==> src/rtl/y_seq_div_pkg.sv <==
// Shared definitions for the sequential divider: default width and FSM state encoding.
package y_seq_div_pkg;

  localparam int DIV_DEFAULT_SIZE = 32;

  typedef enum logic [1:0] {
    ST_IDLE = 2'd0,
    ST_RUN  = 2'd1,
    ST_DONE = 2'd2
  } state_e;

endpackage

==> src/rtl/y_div_step.sv <==
// One restoring-division iteration: trial subtract of the divisor from the shifted
// partial remainder, keeping the old value when the subtraction borrows.
module y_div_step #(
  parameter int SIZE = 32
) (
  input  logic [SIZE:0]   t,
  input  logic [SIZE-1:0] d,
  output logic [SIZE-1:0] r_out,
  output logic            q_lsb
);

  logic [SIZE:0] diff;

  // Trial subtract in SIZE+1 bits; the top bit is the borrow that selects restore.
  always_comb begin
    diff  = t - {1'b0, d};
    q_lsb = ~diff[SIZE];
    r_out = diff[SIZE] ? t[SIZE-1:0] : diff[SIZE-1:0];
  end

endmodule

==> src/rtl/y_seq_div.sv <==
// Multi-cycle restoring divider with a start/done handshake.
// Optional feature: define DIV_SIGNED_EN for two's-complement operands
// (magnitudes divided, signs fixed up when the result is published).
module y_seq_div
  import y_seq_div_pkg::*;
#(
  parameter int SIZE = DIV_DEFAULT_SIZE
) (
  input  logic            clk,
  input  logic            rst_n,
  input  logic            start,
  input  logic [SIZE-1:0] dividend,
  input  logic [SIZE-1:0] divisor,
  output logic            busy,
  output logic            done,
  output logic [SIZE-1:0] quotient,
  output logic [SIZE-1:0] remainder,
  output logic            div_by_zero
);

  // Handshake: start is only looked at while busy is low (IDLE); a sampled start
  // captures the operands. busy covers RUN and DONE, and done pulses for one cycle
  // right after that, with quotient/remainder/div_by_zero valid from the done
  // cycle and held until the next result is published.

  localparam int CNT_W = $clog2(SIZE + 1);

  state_e          state_q, state_d;
  logic [CNT_W-1:0] cnt_q, cnt_d;
  logic [SIZE-1:0] r_q, r_d;
  logic [SIZE-1:0] q_q, q_d;
  logic [SIZE-1:0] d_q, d_d;
  logic            dbz_q, dbz_d;
  logic            done_q, done_d;
  logic [SIZE-1:0] quot_q, quot_d;
  logic [SIZE-1:0] rem_q, rem_d;
  logic            dbzo_q, dbzo_d;
`ifdef DIV_SIGNED_EN
  logic            qneg_q, qneg_d;
  logic            rneg_q, rneg_d;
`endif

  logic [SIZE-1:0] step_r;
  logic            step_q;

  y_div_step #(.SIZE(SIZE)) u_step (
    .t     ({r_q, q_q[SIZE-1]}),
    .d     (d_q),
    .r_out (step_r),
    .q_lsb (step_q)
  );

  // Next-state, datapath and output-register updates for the IDLE/RUN/DONE sequence.
  always_comb begin
    state_d = state_q;
    cnt_d   = cnt_q;
    r_d     = r_q;
    q_d     = q_q;
    d_d     = d_q;
    dbz_d   = dbz_q;
    done_d  = 1'b0;
    quot_d  = quot_q;
    rem_d   = rem_q;
    dbzo_d  = dbzo_q;
`ifdef DIV_SIGNED_EN
    qneg_d  = qneg_q;
    rneg_d  = rneg_q;
`endif
    case (state_q)
      ST_IDLE: begin
        if (start) begin
          if (divisor == '0) begin
            // No iterations needed: the fixed divide-by-zero answer goes straight to DONE.
            r_d     = dividend;
            q_d     = '1;
            d_d     = '0;
            dbz_d   = 1'b1;
            state_d = ST_DONE;
`ifdef DIV_SIGNED_EN
            qneg_d  = 1'b0;
            rneg_d  = 1'b0;
`endif
          end else begin
            r_d     = '0;
            dbz_d   = 1'b0;
            cnt_d   = CNT_W'(SIZE);
            state_d = ST_RUN;
`ifdef DIV_SIGNED_EN
            q_d     = dividend[SIZE-1] ? ('0 - dividend) : dividend;
            d_d     = divisor[SIZE-1] ? ('0 - divisor) : divisor;
            qneg_d  = dividend[SIZE-1] ^ divisor[SIZE-1];
            rneg_d  = dividend[SIZE-1];
`else
            q_d     = dividend;
            d_d     = divisor;
`endif
          end
        end
      end
      ST_RUN: begin
        r_d   = step_r;
        q_d   = {q_q[SIZE-2:0], step_q};
        cnt_d = cnt_q - CNT_W'(1);
        if (cnt_q == CNT_W'(1)) state_d = ST_DONE;
      end
      ST_DONE: begin
        done_d  = 1'b1;
        dbzo_d  = dbz_q;
`ifdef DIV_SIGNED_EN
        quot_d  = qneg_q ? ('0 - q_q) : q_q;
        rem_d   = rneg_q ? ('0 - r_q) : r_q;
`else
        quot_d  = q_q;
        rem_d   = r_q;
`endif
        state_d = ST_IDLE;
      end
      default: state_d = ST_IDLE;
    endcase
  end

  // State and datapath registers with synchronous active-low reset.
  always_ff @(posedge clk) begin
    if (!rst_n) begin
      state_q <= ST_IDLE;
      cnt_q   <= '0;
      r_q     <= '0;
      q_q     <= '0;
      d_q     <= '0;
      dbz_q   <= 1'b0;
      done_q  <= 1'b0;
      quot_q  <= '0;
      rem_q   <= '0;
      dbzo_q  <= 1'b0;
`ifdef DIV_SIGNED_EN
      qneg_q  <= 1'b0;
      rneg_q  <= 1'b0;
`endif
    end else begin
      state_q <= state_d;
      cnt_q   <= cnt_d;
      r_q     <= r_d;
      q_q     <= q_d;
      d_q     <= d_d;
      dbz_q   <= dbz_d;
      done_q  <= done_d;
      quot_q  <= quot_d;
      rem_q   <= rem_d;
      dbzo_q  <= dbzo_d;
`ifdef DIV_SIGNED_EN
      qneg_q  <= qneg_d;
      rneg_q  <= rneg_d;
`endif
    end
  end

  assign busy        = (state_q != ST_IDLE);
  assign done        = done_q;
  assign quotient    = quot_q;
  assign remainder   = rem_q;
  assign div_by_zero = dbzo_q;

endmodule

==> config.mk <==
export PLATFORM = sky130hd
export DESIGN_NAME = y_seq_div
export DESIGN_NICKNAME = d
export VERILOG_FILES = /design/src/rtl/y_seq_div_pkg.sv /design/src/rtl/y_div_step.sv /design/src/rtl/y_seq_div.sv
export SDC_FILE = /design/constraint.sdc
export NUM_CORES = 1
export LEC_CHECK = 0
export BUFFER_PORTS_ARGS = -buffer_cell sky130_fd_sc_hd__buf_2
export CAP_MARGIN = 40
export CORE_UTILIZATION = 37
export CTS_BUF_LIST = sky130_fd_sc_hd__clkbuf_4
export DETAILED_ROUTE_END_ITERATION = 6
export GPL_TIMING_DRIVEN = 0
export SKIP_CTS_REPAIR_TIMING = 1
export SLEW_MARGIN = 0
export SYNTH_ARGS = -nofsm -noshare
export SYNTH_HDL_FRONTEND = slang
export SYNTH_HIERARCHICAL = 1
export SYNTH_SLANG_ARGS = --single-unit
==> constraint.sdc <==
create_clock -name clk -period 10.4 [get_ports clk]
set_clock_uncertainty 0.15 [all_clocks]
set_input_delay 2.08 -clock clk [delete_from_list [all_inputs] [get_ports clk]]
set_output_delay 2.08 -clock clk [all_outputs]
set_load 0.01 [all_outputs]
After elaboration in Yosys (flattened, before gate mapping)
Index checks and enable logic that the tools add are counted.
- logic and storage cells: 44
- bits in registers: 171
- eq/ne operators: 6
- bitwise gates (word level): 1
- reduce and logical (&&, ||, !) cells: 8
- muxes and demuxes: 17
- add/subtract/negate cells: 2
- operators by type and width (operator ; count):
    $mux W32 ; 6
    $pmux W32 S2 ; 2
    $sub A33 B32 Y33 ; 1
    $logic_not A32 Y1 ; 1
    $mux W6 ; 2
    $pmux W6 S2 ; 1
    $eq A6 B1 Y1 const B ; 1
    $mux W2 ; 3
    $ne A2 B2 Y1 const B ; 3
    $reduce_and A2 Y1 ; 3
    $sub A6 B1 Y6 const B ; 1
    $pmux W2 S2 ; 1
    $reduce_bool A2 Y1 ; 2
    $reduce_and A3 Y1 ; 1
    $eq A2 B1 Y1 const B ; 1
    $eq A2 B2 Y1 const B ; 1
    $logic_not A2 Y1 ; 1
    $mux W1 ; 2
    $not A1 Y1 ; 1

Logic depth before layout (Yosys ltp)
- depth after elaboration: 4
- mapped depth: 17

Cells and area by module
Netlist, hierarchy kept.
- modules (own cells, without submodules) (module ; area each (sq um) ; instances ; sequential area each (sq um) ; cells each):
    y_seq_div ; 6665.1 ; 1 ; 3423.3 ; 822
    y_div_step ; 2358.5 ; 1 ; 0.0 ; 305

Least setup slack after synthesis
OpenSTA, ideal clock, no wires.
- kind: register to register
- from: reg q_q[31]
- to: reg r_q[10]
- setup slack: 6838 ps
- clock period less this slack: 3562 ps
- library setup time: 136 ps
- buffers on the path: 2
- data required time: 10114 ps
- arrival: 3276 ps
- stages on the path, launching flop included: 18
- path through: dfxtp_1 -> inv_1 -> ha_1 -> fa_1 -> and2b_1 -> o2111ai_2 -> a21oi_2 -> o2111ai_1 -> a211oi_2 -> nor2_4 -> mux2i_4 -> and2_4 -> buf_12 -> inv_8 -> buf_12 -> mux2_4 -> nor2_1 -> o32ai_1
- word-level cells in the longest chain between the ends: 3
- ends and longest elaborated chain (item ; RTL line ; source):
    start, declared ; y_seq_div.sv:31 ; logic [SIZE-1:0] q_q, q_d;
    start signal, assigned ; y_seq_div.sv:143 ; q_q <= q_d;
    $sub A33 B32 Y33 ; y_div_step.sv:16 ; diff = t - {1'b0, d};
    $mux W32 ; y_div_step.sv:18 ; r_out = diff[SIZE] ? t[SIZE-1:0] : diff[SIZE-1:0];
    net step_r[10] ; y_seq_div.sv:43 ; logic [SIZE-1:0] step_r;
    $pmux W32 S2 ; y_seq_div.sv:69 ; case (state_q)
    end signal, assigned ; y_seq_div.sv:142 ; r_q <= r_d;
    end, declared ; y_seq_div.sv:30 ; logic [SIZE-1:0] r_q, r_d;
The timed path passes the listed nets, and every way through them passes these cells.
A chain may end at the register's enable or synchronous reset.

Worst setup path after layout
- from: reg q_q[31]
- to: reg r_q[22]
Same word-level chain as after synthesis.

==> impl_metrics.csv <==
group,metric,value,unit
run_status,run_status,"complete, no violations",
placement,gp_congestion,0.919,
min_path,min_delay_worst_endpoint,"remainder[16]",
sta,worst-slew-pin-transition,812,ps
clock_tree,cts.path.max_buffers,2,
setup_path,rr_endpoint,"r_q[22]",
floorplan,initial_utilization,38.1,%
yosys,number_of_enable_flip_flop_cells_after_synthesis,0,
setup_path,r2r_setup_slack,6190,ps
final_layout,finalInstanceArea,10400,µm²
placement,dp.final_hpwl,22500,µm
yosys,syn_area,9020,µm²
power_and_ir_drop,seq_power_share,32.7,%
power_and_ir_drop,total_switching_power,0.000967,W
grt,grt_pass1_wl,44600,µm
sta,hold_violations_final,0,
setup_path,worst_path_arrival,4530,ps
drt,drt-vias-per-instance,5.50,
grt,globalRoute.totalOverflow,0,
power_and_ir_drop,clkPwrFrac,18.1,%
yosys,synth-warning-count,6,
floorplan,top_level_ports,134,
sta,setup_ws,6190,ps
setup_path,critPathKind,"register to register",
placement,pre_cts_ws,6250,ps
floorplan,rows,56,
power_and_ir_drop,static-leakage-power,4.20,nW
floorplan,fp.dieW,158,µm
drt,dr_total_vias,8878,
yosys,synth.ff_latch_count,171,
drt,drc,0,
power_and_ir_drop,worst_ir_drop_vdd,0.138,mV
setup_path,cp_common_cell,"buf_12",
clock_tree,cts-htree-levels,4,
drt,dr.first_iter.drc_count,717,
clock_tree,clock-sinks,171,
setup_path,critical_path.endpoint_type,"register",
flow_run,max-cap-violations,0,
clock_tree,clock_insertion_delay_worst_skew,600,ps
yosys,synthesis.instances,1127,
yosys,yosysTopAreaCellShare,37.9,%
grt,grt_antenna_before_repair,2,
setup_path,r2r-start,"q_q[31]",
placement,placed_cell_area,10100,µm²
yosys,synth.largest_area_cell,"dfxtp_1",
drt,drt_pre_antenna_iters,5,
floorplan,design.core.area,23700,µm²
clock_tree,tritoncts_clock_tree,"yes",
yosys,syn_area_per_cell,8.01,µm²
yosys,synthesis.nets,1229,
final_layout,final_nets,1381,
sta,final_max_slew_viol_count,0,
setup_path,critPathSlowestCell,"dfxtp_1",
floorplan,chip_height,158,µm
sta,max-slew-margin-rel,45.8,%
yosys,ys_async_rst_share,0,%
sta,finalCritPeriodShare,40.4,%
sta,timing.setup.tns,0,ps
clock_tree,cts-root-buf,"clkbuf_4",
final_layout,syn_to_final_growth,15.4,%
setup_path,worst_r2r_path_depth,17,
clock_tree,cts.clk_slew.worst_paths,160,ps
drt,drt_wl_total,29000,µm
setup_path,critPathRequiredTime,10720,ps
final_layout,final_layout_size_suffix_gt1_share,20.0,%
power_and_ir_drop,power_report.internal_total,0.00143,W
setup_path,critical_path.cell_chain,"inv_1 -> ha_1 -> fa_1 -> and2b_1 -> o2111ai_2 -> a21oi_2 -> o2111ai_1 -> a211oi_2 -> nor2_4 -> mux2i_4 -> and2_4 -> buf_12 -> inv_8 -> buf_12 -> mux2_4 -> nor2_1 -> o32ai_1",
setup_path,critical-path-max-stage-delay,420,ps
power_and_ir_drop,power_density,230,nW/µm²
drt,number_of_nets_with_antenna_violations_after_routing,0,
sta,fmax,238,MHz
yosys,ys_top_cells_by_area,"dfxtp_1 38%, nand2_1 10%, a21oi_1 8.6%",
floorplan,die_area,25000,µm²
grt,grt_pass1_vias,8086,
clock_tree,numCtsBuffers,17,
grt,grt_max_degree,19,
setup_path,critPathMaxFanout,10,
min_path,holdPathStages,2,
yosys,synth.lib_cells_used.distinct,72,
power_and_ir_drop,switching_share,40.4,%
yosys,leading_cell_types_by_count_after_synthesis,"249 x nand2_1, 171 x dfxtp_1, 155 x a21oi_1",
drt,detail_route.wl_per_cell,18.0,µm
setup_path,cp-start-kind,"register",
yosys,synth-seq-area-share,37.9,%
power_and_ir_drop,power.combinational.fraction,49.2,%
min_path,min-delay-path-class,"register to register",
min_path,hold_start,"remainder[16]",
yosys,synth_most_common_cell,"nand2_1",
placement,number_of_input_and_output_port_buffers_inserted,133,
sta,fin_crit,4210,ps
sta,setup_violations,0,
yosys,synth_flop_cell,"dfxtp_1",
sta,rsz0062_at_grt,"false",
final_layout,fillerInstances,2519,
grt,track_usage,23.5,%
cells in the final DEF, fill, tap and decap left out, drive strengths merged, types with 5 or more instances in the layout:
cell type and instances:
nand2 249, buf 186, dfxtp 171, a21oi 157
clkbuf 50, nand3 48, inv 47, nor2 45
a31oi 39, ha 34, o32ai 32, a22oi 31
mux2 24, a21o 18, o21ai 17, xor2 15
xnor2 13, nor4 10, nor3 8, nand4 7
o21a 7, and3 7, a211oi 6, nor2b 5
o2111ai 5
routing by layer:
| metal | track usage, % | part of all wire (%) | vias to the layer above |
|---|---|---|---|
| li1 | - | - | 4309 |
| met1 | 32.4 | 46 | 4207 |
| met2 | 36.3 | 45 | 311 |
| met3 | 4.13 | 6.7 | 51 |
| met4 | 8.47 | 2.5 | 0 |
| met5 | 0 | 0 | - |
sequential cells by signal, summed over array words and instances (netlist names):
signal / count
d_q: 32
q_q: 32
quotient: 32
r_q: 32
remainder: 32
cnt_q: 6
state_q: 2
dbz_q: 1
div_by_zero: 1
done: 1
power by group through the flow:
| stage | combinational [W] | sequential (W) | clock [W] |
|---|---|---|---|
| after floorplan | 0.000922 | 0.000774 | 0 |
| after global placement | 0.00116 | 0.000797 | 0 |
| after detailed placement | 0.00116 | 0.000797 | 0 |
| after CTS | 0.00117 | 0.000782 | 0.000442 |
| after global routing | 0.00128 | 0.000791 | 0.000472 |
| final | 0.00118 | 0.000783 | 0.000434 |
logic make-up after synthesis:
group | count (synthesis) | synth area share, %
mux | 27 | 4.26
fa+ha+maj | 35 | 4.94
flops | 171 | 37.9
compound gates | 335 | 23.5
xor+xnor | 28 | 2.72
buf+inv | 126 | 7.02
simple gates | 405 | 19.7
through the flow:
stage | hold WS (ps) | utilization, % | cells | total power, W
2_1_floorplan | 282 | - | 1127 | 0.00170
3_3_place_gp | 291 | 42.6 | 1579 | 0.00195
3_5_place_dp | 295 | 42.6 | 1579 | 0.00196
4_1_cts | 315 | 44.0 | 1611 | 0.00239
5_1_grt | 328 | 44.0 | 1612 | 0.00254
6_report | 312 | 44.0 | 1613 | 0.00239
area by class of cell:
type                       count  area, µm²  share of cell area (%)
antenna                        2       5.00                  0.0481
buffer                        88        483                    4.64
clock buffer                  17        128                    1.23
clock inverter                15        193                    1.85
inverter                      38        150                    1.44
multi-input combinational    830       4970                    47.7
sequential                   171       3420                    32.9
tap                          319        399                    3.83
timing repair buffer         133        666                    6.39
how the worst max path moves through the flow:
stage | startpoint | end | slack [ps]
after floorplan | q_q[31] | r_q[10] | 6840
after global placement | q_q[31] | r_q[22] | 6240
after detailed placement | q_q[31] | r_q[22] | 6250
after CTS | q_q[31] | r_q[22] | 6190
after global routing | q_q[31] | r_q[22] | 5950
final | q_q[31] | r_q[22] | 6190
critical path: cells and delay by family (launching register included):
kind,cells,cell delay [ps]
buffers and inverters,4,390
AND/OR/NAND/NOR,4,740
flip-flops,1,420
adder cells (fa/ha/maj),2,640
multiplexers,2,710
AO/OA/AOI/OAI,5,990
Power figures use the tool's default switching activity.
